File: config.mk
export PLATFORM = sky130hd
export DESIGN_NAME = apb_rr_master
export DESIGN_NICKNAME = d
export VERILOG_FILES = /design/src/rtl/apb_rr_master_pkg.sv /design/src/rtl/apb_rr_master_pick.sv /design/src/rtl/apb_rr_master.sv
export SDC_FILE = /design/constraint.sdc
export NUM_CORES = 1
export LEC_CHECK = 0
export ABC_AREA = 1
export CELL_PAD_IN_SITES_DETAIL_PLACEMENT = 0
export CELL_PAD_IN_SITES_GLOBAL_PLACEMENT = 2
export CORE_MARGIN = 2
export CORE_UTILIZATION = 22
export DETAILED_ROUTE_END_ITERATION = 12
export PLACE_DENSITY = 0.95
export SLEW_MARGIN = 5
export SYNTH_ARGS = -nofsm -noshare
export SYNTH_HDL_FRONTEND = slang
export SYNTH_SLANG_ARGS = --single-unit
File: constraint.sdc
create_clock -name PCLK -period 6.9 [get_ports PCLK]
set_input_delay 2.07 -clock PCLK [delete_from_list [all_inputs] [get_ports PCLK]]
set_output_delay 2.07 -clock PCLK [all_outputs]
set_load 0.01 [all_outputs]
File: src/rtl/apb_rr_master_pkg.sv
// ---------------------------------------------------------------------------
// apb_rr_master_pkg
//   Shared types and helpers for the round-robin APB master.
//   - state_t : APB master phase (IDLE / SETUP / ACCESS)
//   - idx_w   : width of an index able to address n items, never below 1
// ---------------------------------------------------------------------------
package apb_rr_master_pkg;

    typedef enum logic [1:0] {
        IDLE   = 2'd0,
        SETUP  = 2'd1,
        ACCESS = 2'd2
    } state_t;

    function automatic int idx_w(input int n);
        return (n > 1) ? $clog2(n) : 1;
    endfunction

endpackage

File: src/rtl/apb_rr_master_pick.sv
// ---------------------------------------------------------------------------
// apb_rr_pick
//   Combinational round-robin picker. Searches from i_last+1 upward, wrapping
//   modulo NREQ, and returns the first eligible requester.
// Ports:
//   i_elig  [NREQ]  eligible requesters
//   i_last  [IW]    index granted most recently
//   o_any           at least one requester is eligible
//   o_win   [IW]    winning index (0 when o_any is low)
// ---------------------------------------------------------------------------
module apb_rr_pick
    import apb_rr_master_pkg::*;
#(
    parameter int NREQ = 4,
    parameter int IW   = idx_w(NREQ)
) (
    input  logic [NREQ-1:0] i_elig,
    input  logic [IW-1:0]   i_last,
    output logic            o_any,
    output logic [IW-1:0]   o_win
);

    logic [IW-1:0] w_idx;

    // Walk the offsets from farthest to nearest so the nearest eligible
    // requester after i_last is the one left in o_win.
    always_comb begin
        o_any = 1'b0;
        o_win = '0;
        w_idx = '0;
        for (int off = NREQ; off >= 1; off--) begin
            w_idx = IW'((int'(i_last) + off) % NREQ);
            if (i_elig[w_idx]) begin
                o_any = 1'b1;
                o_win = w_idx;
            end
        end
    end

endmodule

File: src/rtl/apb_rr_master.sv
// ---------------------------------------------------------------------------
// apb_rr_master
//   Shares one APB master port among NREQ local requesters. Arbitrates
//   round-robin, runs the SETUP/ACCESS sequence, holds through wait states
//   and returns read data / error to the winner. With TIMEOUT>0 an ACCESS
//   phase that sees PREADY low for TIMEOUT cycles is ended with an error.
// Ports:
//   PCLK, PRESET            clock, asynchronous active-high reset
//   req_valid/write [NREQ]  per-requester request and direction
//   req_addr/wdata/strb/prot packed per-requester fields (i*W +: W)
//   req_done [NREQ]         one-hot, one-cycle completion pulse
//   rsp_rdata [DW]          read data, held until the next completion
//   rsp_err                 PSLVERR or timeout, valid with req_done
//   timeout_evt             pulse when a transfer is ended by timeout
//   PADDR..PENABLE          registered APB master outputs
//   PREADY, PRDATA, PSLVERR APB slave response
// ---------------------------------------------------------------------------
module apb_rr_master
    import apb_rr_master_pkg::*;
#(
    parameter int NREQ    = 4,
    parameter int AW      = 32,
    parameter int DW      = 32,
    parameter int TIMEOUT = 0
) (
    input  logic                   PCLK,
    input  logic                   PRESET,
    input  logic [NREQ-1:0]        req_valid,
    input  logic [NREQ-1:0]        req_write,
    input  logic [NREQ*AW-1:0]     req_addr,
    input  logic [NREQ*DW-1:0]     req_wdata,
    input  logic [NREQ*(DW/8)-1:0] req_strb,
    input  logic [NREQ*3-1:0]      req_prot,
    output logic [NREQ-1:0]        req_done,
    output logic [DW-1:0]          rsp_rdata,
    output logic                   rsp_err,
    output logic                   timeout_evt,
    output logic [AW-1:0]          PADDR,
    output logic                   PWRITE,
    output logic [DW-1:0]          PWDATA,
    output logic [DW/8-1:0]        PSTRB,
    output logic [2:0]             PPROT,
    output logic                   PSEL,
    output logic                   PENABLE,
    input  logic                   PREADY,
    input  logic [DW-1:0]          PRDATA,
    input  logic                   PSLVERR
);

    localparam int IW = idx_w(NREQ);
    localparam int SW = DW / 8;
    localparam int CW = (TIMEOUT > 0) ? $clog2(TIMEOUT + 1) : 1;
    localparam logic [CW-1:0] CMAX = '1;
    // The counter holds the number of wait cycles already seen; when it sits
    // at TIMEOUT-1 with PREADY low, this cycle would make it reach TIMEOUT.
    localparam logic [CW-1:0] TLIM = (TIMEOUT > 0) ? CW'(TIMEOUT - 1) : '0;

    state_t          r_state;
    state_t          w_state_nxt;
    logic [IW-1:0]   r_last;
    logic [IW-1:0]   r_grant;
    logic [CW-1:0]   r_wcnt;
    logic [NREQ-1:0] w_elig;
    logic            w_any;
    logic [IW-1:0]   w_win;
    logic            w_load;
    logic            w_cmpl;
    logic            w_tmo;

    // A requester whose completion pulse is out this cycle still shows
    // req_valid; masking it stops an immediate re-grant of the same job.
    assign w_elig = req_valid & ~req_done;

    apb_rr_pick #(
        .NREQ (NREQ),
        .IW   (IW)
    ) u_pick (
        .i_elig (w_elig),
        .i_last (r_last),
        .o_any  (w_any),
        .o_win  (w_win)
    );

    // ---------------------------------------------------------------- FSM
    always_ff @(posedge PCLK or posedge PRESET) begin
        if (PRESET) r_state <= IDLE;
        else        r_state <= w_state_nxt;
    end

    always_comb begin
        w_state_nxt = r_state;
        w_load      = 1'b0;
        w_cmpl      = 1'b0;
        w_tmo       = 1'b0;
        case (r_state)
            IDLE: begin
                if (w_any) begin
                    w_load      = 1'b1;
                    w_state_nxt = SETUP;
                end
            end
            SETUP: w_state_nxt = ACCESS;
            ACCESS: begin
                // PREADY has priority over a timeout landing in the same cycle.
                if (PREADY) begin
                    w_cmpl      = 1'b1;
                    w_state_nxt = IDLE;
                end else if ((TIMEOUT > 0) && (r_wcnt == TLIM)) begin
                    w_cmpl      = 1'b1;
                    w_tmo       = 1'b1;
                    w_state_nxt = IDLE;
                end
            end
            default: w_state_nxt = IDLE;
        endcase
    end

    // ----------------------------------------------------------- datapath
    always_ff @(posedge PCLK or posedge PRESET) begin
        if (PRESET) begin
            r_last      <= IW'(NREQ - 1);
            r_grant     <= '0;
            r_wcnt      <= '0;
            PADDR       <= '0;
            PWRITE      <= 1'b0;
            PWDATA      <= '0;
            PSTRB       <= '0;
            PPROT       <= '0;
            PSEL        <= 1'b0;
            PENABLE     <= 1'b0;
            req_done    <= '0;
            rsp_rdata   <= '0;
            rsp_err     <= 1'b0;
            timeout_evt <= 1'b0;
        end else begin
            req_done    <= w_cmpl ? (NREQ'(1) << r_grant) : '0;
            rsp_err     <= w_cmpl & (w_tmo | PSLVERR);
            timeout_evt <= w_tmo;

            // Transfer fields are captured only here, so they stay stable
            // through SETUP and ACCESS regardless of the requester inputs.
            if (w_load) begin
                PADDR   <= req_addr [int'(w_win)*AW +: AW];
                PWRITE  <= req_write[w_win];
                PWDATA  <= req_wdata[int'(w_win)*DW +: DW];
                PSTRB   <= req_strb [int'(w_win)*SW +: SW];
                PPROT   <= req_prot [int'(w_win)*3  +: 3];
                PSEL    <= 1'b1;
                r_grant <= w_win;
                r_last  <= w_win;
            end

            if (r_state == SETUP) begin
                PENABLE <= 1'b1;
                r_wcnt  <= '0;
            end

            if ((r_state == ACCESS) && !PREADY && (r_wcnt != CMAX))
                r_wcnt <= r_wcnt + 1'b1;

            if (w_cmpl) begin
                PSEL    <= 1'b0;
                PENABLE <= 1'b0;
                if (w_tmo)        rsp_rdata <= '0;
                else if (!PWRITE) rsp_rdata <= PRDATA;
            end
        end
    end

endmodule

==> results of run 1 <==
## worst paths after layout
check | cells after the start | to | slack [ns]
max in group asynchronous | 3 | req_done[3] | 3.59
max reg2reg | 11 | PWDATA[31] | 3.74
min | 1 | req_done[1] | 0.46
max | 14 | PWDATA[31] | 2.39
min reg2reg | 1 | req_done[1] | 0.46
min in group asynchronous | 2 | rsp_rdata[15] | 2.13
## placed cells by master, fill, tap and decap left out, types with 5 or more instances in the layout
cell             count
nand3_1            369
mux2_1              30
inv_6                8
o21ai_0              5
clkdlybuf4s50_1    438
nand3b_1            72
clkbuf_16           17
inv_1              229
nand2_1            309
buf_4                8
dfrtp_1            115
nand2_2              6
nand2_4              5
## routing by layer
metal	wire, microns	share of wire [%]
met1	14600	43
met2	16400	48
met3	2500	7.3
met4	722	2.1
met5	0	0
## metrics by stage
| step | util (%) | power (mW) | hold slack [ns] |
|---|---|---|---|
| after floorplan | - | 4.53 | 0.432 |
| after global placement | 34.7 | 6.16 | 0.450 |
| after detailed placement | 34.7 | 6.20 | 0.457 |
| after CTS | 36.2 | 7.09 | 0.465 |
| after global routing | 36.2 | 7.71 | 0.479 |
| final | 36.2 | 7.01 | 0.464 |
## sequential cells by signal, summed over array words and instances, names as in the netlist
register / cells
r_grant: 2
rsp_err: 1
PADDR: 32
rsp_rdata: 32
PWDATA: 32
r_last: 2
PPROT: 3
r_state: 2
PENABLE: 1
req_done: 4
PSTRB: 4
PSEL: 1
PWRITE: 1
## cells by family (layout without fill, tap and decap cells)
kind of cell / Yosys count / after routing / synth area share, %
AOI/OAI and AO/OA: 10 / 10 / 0.782
other: 1 / 2 / 0.0442
muxes: 32 / 32 / 4.25
and+or+nand+nor: 773 / 773 / 43.7
DFF: 117 / 117 / 34.6
buffers and inverters: 332 / 717 / 16.6
## report_power, final
group | internal, mW | switching [mW]
clock | 0.478 | 0.386
combinational | 1.87 | 3.03
sequential | 1.05 | 0.196
total | 3.39 | 3.61
## layout make-up
type / count / area [sq um] / area share [%]
antenna: 1 / 2.50 / 0.0183
inverter: 236 / 898 / 6.56
clock buffer: 18 / 439 / 3.21
timing repair buffer: 449 / 4500 / 32.9
sequential: 117 / 2930 / 21.4
tap: 511 / 639 / 4.67
multi-input combinational: 816 / 4170 / 30.4
clock inverter: 14 / 116 / 0.849
## critical path, stage by stage
cell	delay, ns
clkdlybuf4s50_1	0.49
nand3_1	0.09
nand2_1	0.12
nand2_1	0.09
nand2_2	0.11
inv_2	0.05
nand2_4	0.08
nand3_4	0.61
buf_12	0.49
nand3b_1	0.16
nand3_1	0.07
nand2_1	0.13
nand2_1	0.07
nand2_1	0.08
==> impl_results.md, run 1 <==
- Synth Register Bits: 117
- Count leader, synth: nand3_1
- Top-area cell type share of the netlist area: 33.9%
- Dpl hpwl: 24600 microns
- Wire per inst: 15.8 microns
- Synth top cells by count: 369 x nand3_1, 309 x nand2_1, 230 x inv_1
- IO buf count: 438
- Pwr dens: 512 nW/um^2
- Critical path startpoint: req_valid[1]
- CTS max path bufs: 2
- Met1 Resource Use GR: 21.1%
- Layout cell share with drive strength beyond 1: 4.30%
- GRT met2 Usage: 28.1%
- First-pass GRT wire length: 54300 microns
- Antenna viol nets, final: 0
- Routability cong.: 0.848
- Worst Path Max Fanout: 76
- Async SR Flop Fraction: 100%
- Final nets: 1965
- Fmax: 0.222 GHz
- Cells after synthesis: 1265
- HP Start: r_grant[1]
- Starting Density: 22.4%
- Drt pass-1 iters: 5
- IO Count: 440
- Residual DRC: 0
- Antenna violations before repair: 1
- CTS buffer count: 17
- Die Footprint: 40100 sq um
- Largest net degree at the start of global routing: 77
- DRT iter0 DRCs: 517
- Remaining Overflow, GRT: 0
- Final Cycle Share: 65.3%
- Core Area: 37800 sq um
- DP Area: 13100 sq um
- Fillers: 4079
- Fin. Hold Viols: 0
- Via Count: 9572
- Top Usage Layer GRT: met2
- Setup TNS: 0 ns
- EDFF count, synth: 0
- Worst Tran Pin Value: 0.947 ns
- Startpoint types: primary input
- Core Rows: 71
- Register area share after synthesis: 34.6%
- Pre-CTS setup slack: 2.05 ns
- Die Height: 200 microns
- Clock slew at reported path FFs: 0.06 ns
- RSZ-0062 raised after global routing: no
- Vias in the first global route: 9698
- Area grow syn2layout: 61.6%
- Slew HR: 36.9%
- Mapped Area: 8480 sq um
- Status: complete, no violations
- Static leakage: 6.89 nW
- Final max-slew violation count: 0
- Final setup vio count: 0
- Mapped Nets: 1593
- Post-Layout Inst Area: 13700 sq um
- Max IR drop VDD: 421 uV
- Yosys Warn Count: 0
- Crit path DAT: 4.88 ns
- Final min period: 4.51 ns
- Clock Skews: 0.0142 ns
- Clock root buffer: clkbuf_16
- Clock latency at the later pin of the worst-skew pair: 0.44 ns
- Non-filler cells, final: 2162
- Largest cells by area after synthesis: dfrtp_1 34%, nand3_1 22%, nand2_1 14%
- Hold-fix buffers, CTS: 0
- CTS tree: done
- Synth Flop Type: dfrtp_1
- Endpoint class of the critical path: register
- Die width: 200 microns
- Placed cells: 2129
- Drt total wl: 34200 microns
- Synth area leader: dfrtp_1
- Average cell area after synthesis: 6.70 sq um
- H-tree Lvls: 4
- Hold crit path type: reg2reg
- Num Clock Sinks: 117
- Worst EP required: 7.27 ns
- Max_cap viols: 0
- GRT met3 Usage: 4.73%
- Post-CTS Resized: 0
- Global-route usage over all layers: 16.9%
- PnR worst setup slack: 2.39 ns
- Worst R2R Start: r_last[0]
- Synth unique cells: 31
- # Post-CTS Setup Buffers: 0
- Avg Vias per Cell: 4.43
- Crit path kind: in2reg
Power figures use the tool's default switching activity.
==> inputs of run 2 (changes only) <==
--- a/config.mk
+++ b/config.mk
@@ -9,9 +9,9 @@
 export CELL_PAD_IN_SITES_DETAIL_PLACEMENT = 0
 export CELL_PAD_IN_SITES_GLOBAL_PLACEMENT = 2
 export CORE_MARGIN = 2
-export CORE_UTILIZATION = 22
+export CORE_UTILIZATION = 18
 export DETAILED_ROUTE_END_ITERATION = 12
-export PLACE_DENSITY = 0.95
+export PLACE_DENSITY = 0.87
 export SLEW_MARGIN = 5
 export SYNTH_ARGS = -nofsm -noshare
 export SYNTH_HDL_FRONTEND = slang
==> constraint.sdc (replaced) <==
create_clock -name PCLK -period 3.8 [get_ports PCLK]
set_input_delay 1.14 -clock PCLK [delete_from_list [all_inputs] [get_ports PCLK]]
set_output_delay 1.14 -clock PCLK [all_outputs]
set_load 0.01 [all_outputs]
==> run 2 against run 1 <==
Net effect:
- global-route usage fell by 1.6 points
- wire length rose by 8.7%
- clock skew barely moved
- worst setup slack got worse by 1.4 ns
- critical path depth rose by 1
- first-iteration DRC count rose by 39%
- die area rose by 22%
- critical path type unchanged
- critical endpoint is now PWDATA[20]
- largest power group unchanged
==> impl_results.md, run 2 (synthesized netlist as in run 1, its figures left out) <==
- Antenna violations before repair: 4 (+3)
- Pre-CTS setup slack: 0.441 ns (-1.61 ns)
- Crit path kind: in2reg
- Die width: 221 microns (+10%)
- Worst EP required: 4.21 ns (-3.06 ns)
- Fin. Hold Viols: 0 (unchanged)
- Core Area: 46600 sq um (+23%)
- Final Cycle Share: 75.1%
- Startpoint types: primary input
- RSZ-0062 raised after global routing: no
- DP Area: 13500 sq um (+2.7%)
- CTS tree: done
- IO buf count: 438 (unchanged)
- CTS buffer count: 17 (unchanged)
- Area grow syn2layout: 67.0%
- First-pass GRT wire length: 58100 microns (+7.1%)
- Placed cells: 2242 (+5.3%)
- Hold crit path type: reg2reg
- Most common cell after layout, fill and taps aside: clkdlybuf4s50_1
- Drt pass-1 iters: 7 (+2)
- Remaining Overflow, GRT: 0 (unchanged)
- Die Footprint: 48900 sq um (+22%)
- Via Count: 9779 (+2.2%)
- Worst Path Max Fanout: 35 (-54%)
- Routability cong.: 0.822 (-3.0%)
- Status: complete, no violations
- Avg Vias per Cell: 4.29 (-3.0%)
- Layout cell share with drive strength beyond 1: 5.22% (+0.92 points)
- IO Count: 440 (unchanged)
- Fmax: 0.351 GHz
- # Post-CTS Setup Buffers: 0 (unchanged)
- Hold-fix buffers, CTS: 0 (unchanged)
- Max IR drop VDD: 749 uV (+78%)
- Biggest registers after layout: PADDR x32, PWDATA x32, rsp_rdata x32
- Largest net degree at the start of global routing: 118 (+53%)
- Post-Layout Inst Area: 14200 sq um (+3.4%)
- Antenna viol nets, final: 0 (unchanged)
- Fillers: 5058 (+24%)
- Residual DRC: 0 (unchanged)
- Num Clock Sinks: 117 (unchanged)
- Final nets: 1982 (+0.87%)
- Static leakage: 7.06 nW (+2.3%)
- Slew HR: 43.4% (+6.5 points)
- PnR worst setup slack: 0.948 ns (-1.44 ns)
- Starting Density: 18.2% (-4.2 points)
- Final max-slew violation count: 0 (unchanged)
- Endpoint class of the critical path: register
- Post-CTS Resized: 0 (unchanged)
- Final setup vio count: 0 (unchanged)
- Worst Tran Pin Value: 0.849 ns (-0.0980 ns)
- Most frequent cells in the layout: 438 x clkdlybuf4s50_1, 369 x nand3_1, 309 x nand2_1
- Final Util: 30.4% (-5.8 points)
- Drt total wl: 37200 microns (+8.7%)
- Clock slew at reported path FFs: 0.06 ns (about the same)
- Setup TNS: 0 ns (unchanged)
- Global-route usage over all layers: 15.3% (-1.6 points)
- Pwr dens: 956 nW/um^2 (+87%)
- Wire per inst: 16.3 microns (+3.2%)
- Clock root buffer: clkbuf_16
- Clock Skews: 0.0142 ns (+0.0000132 ns)
- Clock latency at the later pin of the worst-skew pair: 0.48 ns (+0.04 ns)
- Die Height: 221 microns (+10%)
- Max_cap viols: 0 (unchanged)
- Sequential cell area: 2930 sq um (unchanged)
- Final min period: 2.85 ns
- H-tree Lvls: 4 (unchanged)
- CTS max path bufs: 2 (unchanged)
- Crit path DAT: 3.26 ns (-1.62 ns)
- Core Rows: 79 (+11%)
- Dpl hpwl: 27000 microns (+9.5%)
- Multi-input logic area: 4170 sq um (unchanged)
- Non-filler cells, final: 2277 (+5.3%)
- Vias in the first global route: 10000 (+3.3%)
- DRT iter0 DRCs: 721 (+39%)
[run 2: cell count changes in the layout (fill, tap and decap cells not counted)]
cell / previous run / this run
inv_2: 4 / 3
clkbuf_1: 0 / 1
inv_6: 8 / 4
buf_12: 3 / 12
buf_4: 8 / 16
clkbuf_8: 1 / 0
clkinvlp_4: 1 / 2
inv_8: 1 / 0
bufinv_16: 0 / 5
diode_2: 1 / 3
[run 2: path summary, 6_finish.rpt]
kind                       cells past startpoint         start  slack [ns]          to
setup reg to reg                              15     r_last[0]        1.31  PWDATA[20]
max in group asynchronous                      3        PRESET        2.03  r_state[0]
min in group asynchronous                      3        PRESET        1.20  PWDATA[27]
hold / removal                                 2     PADDR[20]        0.48   PADDR[20]
hold reg to reg                                2     PADDR[20]        0.48   PADDR[20]
setup / recovery                              15  req_valid[1]        0.95  PWDATA[20]
[run 2: critical path: stages]
cell             delay [ns]
clkdlybuf4s50_1        0.42
nand3_1                0.09
nand2_1                0.09
nand2_1                0.10
nand2_2                0.09
nor2_1                 0.10
nand2_1                0.06
nand2_1                0.12
nand2_1                0.10
nand2_4                0.24
buf_12                 0.25
nand3_1                0.19
nand2_1                0.10
nand2_1                0.05
nand2_1                0.07
[run 2: metrics by stage]
step	total power, mW	hold WS, ns
final	13.5	0.478
after global routing	14.9	0.486
after global placement	11.7	0.453
after CTS	13.8	0.466
after floorplan	8.23	0.432
after detailed placement	11.8	0.455
[run 2: layout make-up]
class	count	area share [%]
clock inverter	14	1.58
tap	607	5.36
clock buffer	18	3.03
timing repair buffer	466	33.5
sequential	117	20.7
antenna	3	0.0530
multi-input combinational	816	29.4
inverter	236	6.34
[run 2: per-layer routing]
layer  track usage [%]  routed length [microns]  up-vias
li1                  -                        -     4763
met1              18.6                    15800     4623
met2              25.3                    18000      341
met3              4.65                     2390       50
met4              5.78                      956        2
met5                 0                       13        -
[run 2: power breakdown]
part           switching [mW]  leakage (nW)  internal [mW]
sequential              0.362          1.44           1.90
clock                   0.707         0.315           1.17
combinational            5.67          5.30           3.72
